==> config.mk <==
export PLATFORM = sky130hd
export DESIGN_NAME = fetch_unit_flat
export DESIGN_NICKNAME = d
export VERILOG_FILES = /design/src/rtl/fetch_unit_if.sv /design/src/rtl/fetch_unit.sv /design/src/flat_wrapper.sv
export SDC_FILE = /design/constraint.sdc
export NUM_CORES = 1
export LEC_CHECK = 0
export CAP_MARGIN = 0
export CELL_PAD_IN_SITES_DETAIL_PLACEMENT = 1
export CELL_PAD_IN_SITES_GLOBAL_PLACEMENT = 2
export CORE_MARGIN = 8
export CORE_UTILIZATION = 29
export CTS_CLUSTER_SIZE = 14
export DETAILED_ROUTE_END_ITERATION = 7
export PLACE_DENSITY = 0.95
export SETUP_SLACK_MARGIN = 0.02
export SLEW_MARGIN = 20
export SYNTH_ARGS = -nofsm -noshare
export SYNTH_HDL_FRONTEND = slang
export SYNTH_SLANG_ARGS = --single-unit
==> constraint.sdc <==
create_clock -name clk -period 4.94 [get_ports clk]
set_input_delay 1.235 -clock clk [delete_from_list [all_inputs] [get_ports clk]]
set_output_delay 1.235 -clock clk [all_outputs]
set_load 0.02 [all_outputs]
==> src/rtl/fetch_unit_if.sv <==
// fetch_unit_if: redirect/bubble controls, instruction-memory handshake and IR/PC outputs of the fetch unit.
interface fetch_unit_if;
    logic        pcjump;
    logic [31:0] real_pc;
    logic        ir_bubble;
    logic        stall;
    logic        imem_req;
    logic [31:0] imem_addr;
    logic        imem_valid;
    logic [31:0] imem_rdata;
    logic [31:0] ir;
    logic [31:0] pc;
    logic        ir_valid;

    modport slave (
        input  pcjump, real_pc, ir_bubble, stall, imem_valid, imem_rdata,
        output imem_req, imem_addr, ir, pc, ir_valid
    );

    modport master (
        output pcjump, real_pc, ir_bubble, stall, imem_valid, imem_rdata,
        input  imem_req, imem_addr, ir, pc, ir_valid
    );
endinterface

==> src/rtl/fetch_unit.sv <==
// fetch_unit: single-outstanding instruction fetch with redirect, bubble, stall and a 1-entry word buffer.
module fetch_unit #(
    parameter logic [31:0] RESET_PC = 32'h0000_0000,
    parameter logic [31:0] NOP_WORD = 32'h0000_0000
) (
    input logic         clk,
    input logic         rst,
    fetch_unit_if.slave bus
);
    typedef enum logic [1:0] {IDLE, REQ, DRAIN, HOLD} state_e;

    state_e      state_q, state_d;
    logic [31:0] fetch_pc_q, fetch_pc_d;
    logic [31:0] ir_q, ir_d;
    logic [31:0] pc_q, pc_d;
    logic [31:0] fbuf_q, fbuf_d;
    logic        ir_valid_q, ir_valid_d;
    logic        got;
    logic        load;

    assign got  = (state_q == REQ) && bus.imem_valid;
    assign load = got || (state_q == HOLD);

    always_ff @(posedge clk) begin
        if (rst) begin
            state_q    <= IDLE;
            fetch_pc_q <= RESET_PC;
            ir_q       <= NOP_WORD;
            pc_q       <= RESET_PC;
            fbuf_q     <= NOP_WORD;
            ir_valid_q <= 1'b0;
        end else begin
            state_q    <= state_d;
            fetch_pc_q <= fetch_pc_d;
            ir_q       <= ir_d;
            pc_q       <= pc_d;
            fbuf_q     <= fbuf_d;
            ir_valid_q <= ir_valid_d;
        end
    end

    always_comb begin
        state_d    = state_q;
        fetch_pc_d = fetch_pc_q;
        ir_d       = ir_q;
        pc_d       = pc_q;
        fbuf_d     = fbuf_q;
        ir_valid_d = ir_valid_q;
        if (bus.pcjump) begin
            fetch_pc_d = bus.real_pc;
            ir_d       = NOP_WORD;
            ir_valid_d = 1'b0;
            // an outstanding request must be drained before the new address is issued
            state_d    = ((state_q == REQ || state_q == DRAIN) && !bus.imem_valid) ? DRAIN : REQ;
        end else if (bus.ir_bubble || bus.stall) begin
            if (bus.ir_bubble) begin
                ir_d       = NOP_WORD;
                ir_valid_d = 1'b0;
            end
            if (got) begin
                fbuf_d  = bus.imem_rdata;
                state_d = HOLD;
            end else if (state_q == IDLE || (state_q == DRAIN && bus.imem_valid)) begin
                state_d = REQ;
            end
        end else if (load) begin
            ir_d       = (state_q == HOLD) ? fbuf_q : bus.imem_rdata;
            pc_d       = fetch_pc_q;
            ir_valid_d = 1'b1;
            fetch_pc_d = fetch_pc_q + 32'd4;
            state_d    = REQ;
        end else begin
            ir_d       = (state_q == IDLE) ? ir_q : NOP_WORD;
            ir_valid_d = (state_q == IDLE) ? ir_valid_q : 1'b0;
            state_d    = (state_q == DRAIN && !bus.imem_valid) ? DRAIN : REQ;
        end
    end

    assign bus.imem_req  = (state_q == REQ);
    assign bus.imem_addr = fetch_pc_q;
    assign bus.ir        = ir_q;
    assign bus.pc        = pc_q;
    assign bus.ir_valid  = ir_valid_q;
endmodule
==> src/flat_wrapper.sv <==
// flat-port wrapper written by rule: the top's interface ports become plain ports
module fetch_unit_flat 
#(
    parameter logic [31:0] RESET_PC = 32'h0000_0000,
    parameter logic [31:0] NOP_WORD = 32'h0000_0000
)
  (clk, rst, bus_pcjump, bus_real_pc, bus_ir_bubble, bus_stall, bus_imem_valid, bus_imem_rdata, bus_imem_req, bus_imem_addr, bus_ir, bus_pc, bus_ir_valid);
  fetch_unit_if bus_i ();
  input logic clk;
  input logic rst;
  input wire logic [$bits(bus_i.pcjump)-1:0] bus_pcjump;
  input wire logic [$bits(bus_i.real_pc)-1:0] bus_real_pc;
  input wire logic [$bits(bus_i.ir_bubble)-1:0] bus_ir_bubble;
  input wire logic [$bits(bus_i.stall)-1:0] bus_stall;
  input wire logic [$bits(bus_i.imem_valid)-1:0] bus_imem_valid;
  input wire logic [$bits(bus_i.imem_rdata)-1:0] bus_imem_rdata;
  output wire logic [$bits(bus_i.imem_req)-1:0] bus_imem_req;
  output wire logic [$bits(bus_i.imem_addr)-1:0] bus_imem_addr;
  output wire logic [$bits(bus_i.ir)-1:0] bus_ir;
  output wire logic [$bits(bus_i.pc)-1:0] bus_pc;
  output wire logic [$bits(bus_i.ir_valid)-1:0] bus_ir_valid;
  assign bus_i.pcjump = bus_pcjump;
  assign bus_i.real_pc = bus_real_pc;
  assign bus_i.ir_bubble = bus_ir_bubble;
  assign bus_i.stall = bus_stall;
  assign bus_i.imem_valid = bus_imem_valid;
  assign bus_i.imem_rdata = bus_imem_rdata;
  assign bus_imem_req = bus_i.imem_req;
  assign bus_imem_addr = bus_i.imem_addr;
  assign bus_ir = bus_i.ir;
  assign bus_pc = bus_i.pc;
  assign bus_ir_valid = bus_i.ir_valid;
  fetch_unit #(.RESET_PC(RESET_PC), .NOP_WORD(NOP_WORD)) u_core (.clk(clk), .rst(rst), .bus(bus_i));
endmodule
* After elaboration in Yosys (flattened, before gate mapping) *
Index checks and enable logic that the tools add are counted.

word-level totals
  register bits after elaboration = 131
  word-level logic and storage cells = 51
  output and inout bits = 98

operators by class
  $add $sub $neg = 1
  reduce and logical (&&, ||, !) cells = 16
  bitwise gates (word level) = 2
  mux-type cells = 19
  equal/unequal tests = 7

operator list
  cell                   number
  $mux 32                8
  $add 32x3->32 const B  1
  $mux 2                 7
  $reduce_and 3->1       2
  $eq 2x2->1 const B     2
  $logic_and 1x1->1      4
  $logic_or 1x1->1       4
  $mux 1                 4
  $ne 2x2->1 const B     2
  $ne 4x3->1 const B     1
  $reduce_and 2->1       2
  $ne 3x1->1 const B     1
  $eq 2x1->1 const B     1
  $logic_not 2->1        1
  $not 1->1              2
  $reduce_bool 2->1      1
  $reduce_or 2->1        1
  $logic_not 1->1        1

* Longest topological paths before layout *
  depth after elaboration = 7
  gate-level depth with buffers = 8

* Least setup slack after synthesis *
Ideal clock, no wire load.

  path kind = input port to flip-flop
  start point = in bus_ir_bubble
  end point = reg u_core.fetch_pc_q[24], in the netlist u_core.bus.imem_addr[24]
  arrival = 2.889 ns
  stages = 6
  slack = 1.960 ns
  path buffers = 2
  path through = buf_6 -> or3b_4 -> or3_1 -> buf_2 -> or4_1 -> a311oi_1

on the way
  cells in the longest elaborated chain, start to end = 3

RTL lines
  item                               line                RTL
  from (decl)                        flat_wrapper.sv:13  input wire logic [$bits(bus_i.ir_bubble)-1:0] bus_ir_bubble;
  $logic_or 1x1->1                   fetch_unit.sv:55    end else if (bus.ir_bubble || bus.stall) begin
  $ne 2x2->1 (no source line)        -
  $reduce_and 2->1 (no source line)  -
  to (signal assigned)               fetch_unit.sv:34    fetch_pc_q <= fetch_pc_d;
  to (decl)                          fetch_unit.sv:13    logic [31:0] fetch_pc_q, fetch_pc_d;

Every way passes these cells.
A chain may end at the register's enable or synchronous reset.

* Worst setup path after layout *
  start point = in bus_imem_valid
  end point = reg u_core.fetch_pc_q[16], in the netlist u_core.bus.imem_addr[16]

on the way
  cells in the longest elaborated chain, start to end = 4

RTL lines
  item                                line                RTL
  from (decl)                         flat_wrapper.sv:15  input wire logic [$bits(bus_i.imem_valid)-1:0] bus_imem_valid;
  $logic_and 1x1->1                   fetch_unit.sv:21    assign got = (state_q == REQ) && bus.imem_valid;
  $logic_or 1x1->1                    fetch_unit.sv:22    assign load = got || (state_q == HOLD);
  $reduce_bool 2->1 (no source line)  -
  $reduce_and 2->1 (no source line)   -

Every way passes these cells.

==> results.md <==
- Largest area contributor in the synthesized netlist: sky130_fd_sc_hd__dfxtp_1
- Critical path arrival: 3.61 ns
- Final hold vios: 0
- Vias per cell: 5.16
- Synthesized flop and latch total: roughly 130
- CTS root buf: sky130_fd_sc_hd__clkbuf_16
- Slew of the pin with the lowest slew margin: 1.06 ns
- FILL cells: approximately 2400
- P_leak: 0.00267 uW
- Worst setup slack for register-to-register paths: around 2.3 ns
- Post-CTS sizing: 0
- Final Critical Period: 3.29 ns
- WHS Path Cells: 2
- Largest driver fanout on the critical path: 16
- Capture point of the worst path: u_core.bus.imem_addr[16]$_SDFFE_PP0P_
- Total number of H-tree levels: 4
- Antenna-violating nets left: 0
- GPL Wtd Cong: ~0.77
- Hold Crit Class: reg2reg
- Count of buffers inserted at the top-level ports: 167
- Mean Syn Cell Area: 8.03 um2
- Floorplan Core Area: 20400 um2
- Mapped Area: 6040 um2
- Drt wl/cell: 18.8 um
- CTS tree: done
- RR Endpoint: u_core.bus.imem_addr[16]$_SDFFE_PP0P_
- Detailed Route Iter0 Violations: 264
- TritonCTS Sinks: ~130
- Number of distinct library cell variants in the gate-level netlist after synthesis: 50
- Die Width: 160 um
- Synthesized netlist net count: roughly 830
- DIE HEIGHT: 160 um
- CP Capture Type: register
- Synthesis-to-finish area growth: 40.9%
- Hold_buf cts: 0
- Final cycle utilization of the critical path: between 60% and 70%
- Critical Path Start Type: primary input
- WL final: 22000 um
- Final clock skew: 0.00750 ns
- Antenna violations before repair: 0
- Total I/O pin count: 168
- Clock latency on the worst-skew pair: 0.42 ns
- Clock slew at the register clock pins of the worst setup and hold paths: 0.06 ns
- Most common flop cell mapped by yosys: sky130_fd_sc_hd__dfxtp_1
- Total half-perimeter wirelength after legalization and detailed placement: roughly 15000 um
- Count of inserted antenna diode cells: 0
- Max_slew headroom: 29.2%
- Run status: completed
- Ranking of synthesized cells by instance count: 147 x sky130_fd_sc_hd__nand2_1, 131 x sky130_fd_sc_hd__dfxtp_1, 71 x sky130_fd_sc_hd__a21oi_1
- R2r worst-path depth: 5
- Most frequent cell after synthesis: sky130_fd_sc_hd__nand2_1
- Crit path setup slack, layout: roughly 1.6 ns
- Final #Nets: 961
- Via count of the first global-routing pass: 6279
- Power density relative to cell area: 330 nW/um2
- Number of flops mapped to enable cells by yosys: 0
- Drt first pass iters: 4
- Area of the die: between 20000 and 30000 um2
- Count of unresolved DRC violations after routing: 0
- Warning count from the yosys run: 0
- Max Clk Rate: 304 MHz
- First-pass GRT wire length: 35200 um
- Number of CTS-inserted buffers: 17
- Initial Util: about 30%
- Gate Count Post-Synth: 752
- Top-area cell type share of the netlist area: 43.4%
- Ys async rst share: 0%
- Number of max-slew violations in the final report: 0
- Share of final-layout standard cells stronger than drive strength 1: under 10%
- All-layer global routing usage: between 10% and 20%
- # Max-Cap Violations: 0
- Sequential share of the synthesized area: 43.4%
- CP Launch Point: bus_imem_valid
- Pin count of the biggest net entering global routing: a little under 70
- Buffers from clock root to sink, at most: 2
- Setup violation total in the final timing report: 0
- Row count: 52
- Total grt overflow: 0
- Required time at the worst-slack endpoint: around 5.3 ns
- Setup WS pre-CTS: 1.23 ns
- Category of the critical setup timing path: in2reg
- Total Negative Setup Slacks: 0 ns
- Routed via count: between 6000 and 7000
- Max IR drop VDD: between 0.2 and 0.25 mV
- Crit Reg-Reg Startpoint: u_core.bus.imem_addr[2]$_SDFFE_PP0P_
- Synth area leaders: sky130_fd_sc_hd__dfxtp_1 43%, sky130_fd_sc_hd__nand2_1 9.1%, sky130_fd_sc_hd__a21oi_1 5.9%
- RSZ-0062 raised after global routing: false
- Number of buffers added for setup after CTS: 0
==> layer usage <==
metal	wire length, um	track usage, %
met2	10200	27.7
met5	0	0
met4	553	6.37
met3	1450	5.65
met1	9720	20.4
==> how the worst min path moves through the flow <==
| stage | slack (ns) | from | to |
|---|---|---|---|
| 2_1_floorplan | 0.44 | u_core.fbuf_q[0]$_SDFFE_PP0P_ | u_core.fbuf_q[0]$_SDFFE_PP0P_ |
| 3_3_place_gp | 0.44 | u_core.fbuf_q[30]$_SDFFE_PP0P_ | u_core.fbuf_q[30]$_SDFFE_PP0P_ |
| 3_5_place_dp | 0.45 | u_core.bus.pc[25]$_SDFFE_PP0P_ | u_core.bus.pc[25]$_SDFFE_PP0P_ |
| 4_1_cts | 0.45 | u_core.bus.pc[25]$_SDFFE_PP0P_ | u_core.bus.pc[25]$_SDFFE_PP0P_ |
| 5_1_grt | 0.48 | u_core.bus.pc[6]$_SDFFE_PP0P_ | u_core.bus.pc[6]$_SDFFE_PP0P_ |
| 6_report | 0.45 | u_core.bus.pc[25]$_SDFFE_PP0P_ | u_core.bus.pc[25]$_SDFFE_PP0P_ |
==> sequential cells by signal, summed over array words and instances (netlist names) <==
name / count
u_core.bus.imem_addr: 32
u_core.fbuf_q: 32
u_core.state_q: 2
u_core.bus.ir_valid: 1
u_core.bus.pc: 32
u_core.bus.ir: 32
==> stage by stage <==
step	std cells	utilization (%)	total power (uW)	cell area [um2]	hold slack, ns
final	1168	41.8	2800	8510	0.451
after global routing	1168	41.8	2910	8510	0.476
after CTS	1168	41.8	2840	8510	0.454
after detailed placement	1137	38.8	1490	7900	0.446
after global placement	1137	38.8	1480	7900	0.441
after floorplan	752	-	1320	6040	0.436
==> critical path: stages <==
cell and delay (ns):
sky130_fd_sc_hd__clkdlybuf4s50_1 0.57, sky130_fd_sc_hd__a21oi_1 0.16, sky130_fd_sc_hd__buf_4 0.21, sky130_fd_sc_hd__or3_1 0.58, sky130_fd_sc_hd__or4_1 0.57, sky130_fd_sc_hd__a311oi_1 0.27
==> power by group <==
part	leakage (uW)	switching [uW]	internal, uW
Clock	0.000291	500	839
Combinational	0.00131	176	147
Sequential	0.00107	52.2	1090
==> cell usage in the layout, fill, tap and decap left out, drive strengths merged, types with 5 or more instances in the layout <==
cell,instances
nor2,65
dfxtp,131
clkdlybuf4s50,166
xnor2,6
clkbuf,17
or3,10
a311oi,13
nor4,8
buf,13
o21ai,7
a211oi,9
ha,5
nand3,17
mux2i,34
or4,8
nor3,13
o32a,32
clkinv,5
inv,40
a21oi,71
o31ai,7
nand4,20
nand2,147
==> area by class of cell <==
type / count / area [um2] / area share (%)
clock buffer: 17 / 425 / 5.00
inverter: 39 / 146 / 1.72
timing repair buffer: 179 / 1760 / 20.7
sequential: 131 / 2620 / 30.8
clock inverter: 14 / 188 / 2.21
tap: 270 / 338 / 3.97
multi-input combinational: 518 / 3030 / 35.6
==> kinds of logic after synthesis <==
logic type               after synthesis  synth area share [%]
AO/OA/AOI/OAI                        161                  18.6
XOR/XNOR                               7                  1.02
adder cells (fa/ha/maj)                5                  1.04
buffers and inverters                103                  6.79
flip-flops                           131                  43.4
multiplexers                          34                  5.64
AND/OR/NAND/NOR                      311                  23.5
Note: power is estimated with default switching activity, not from simulation.
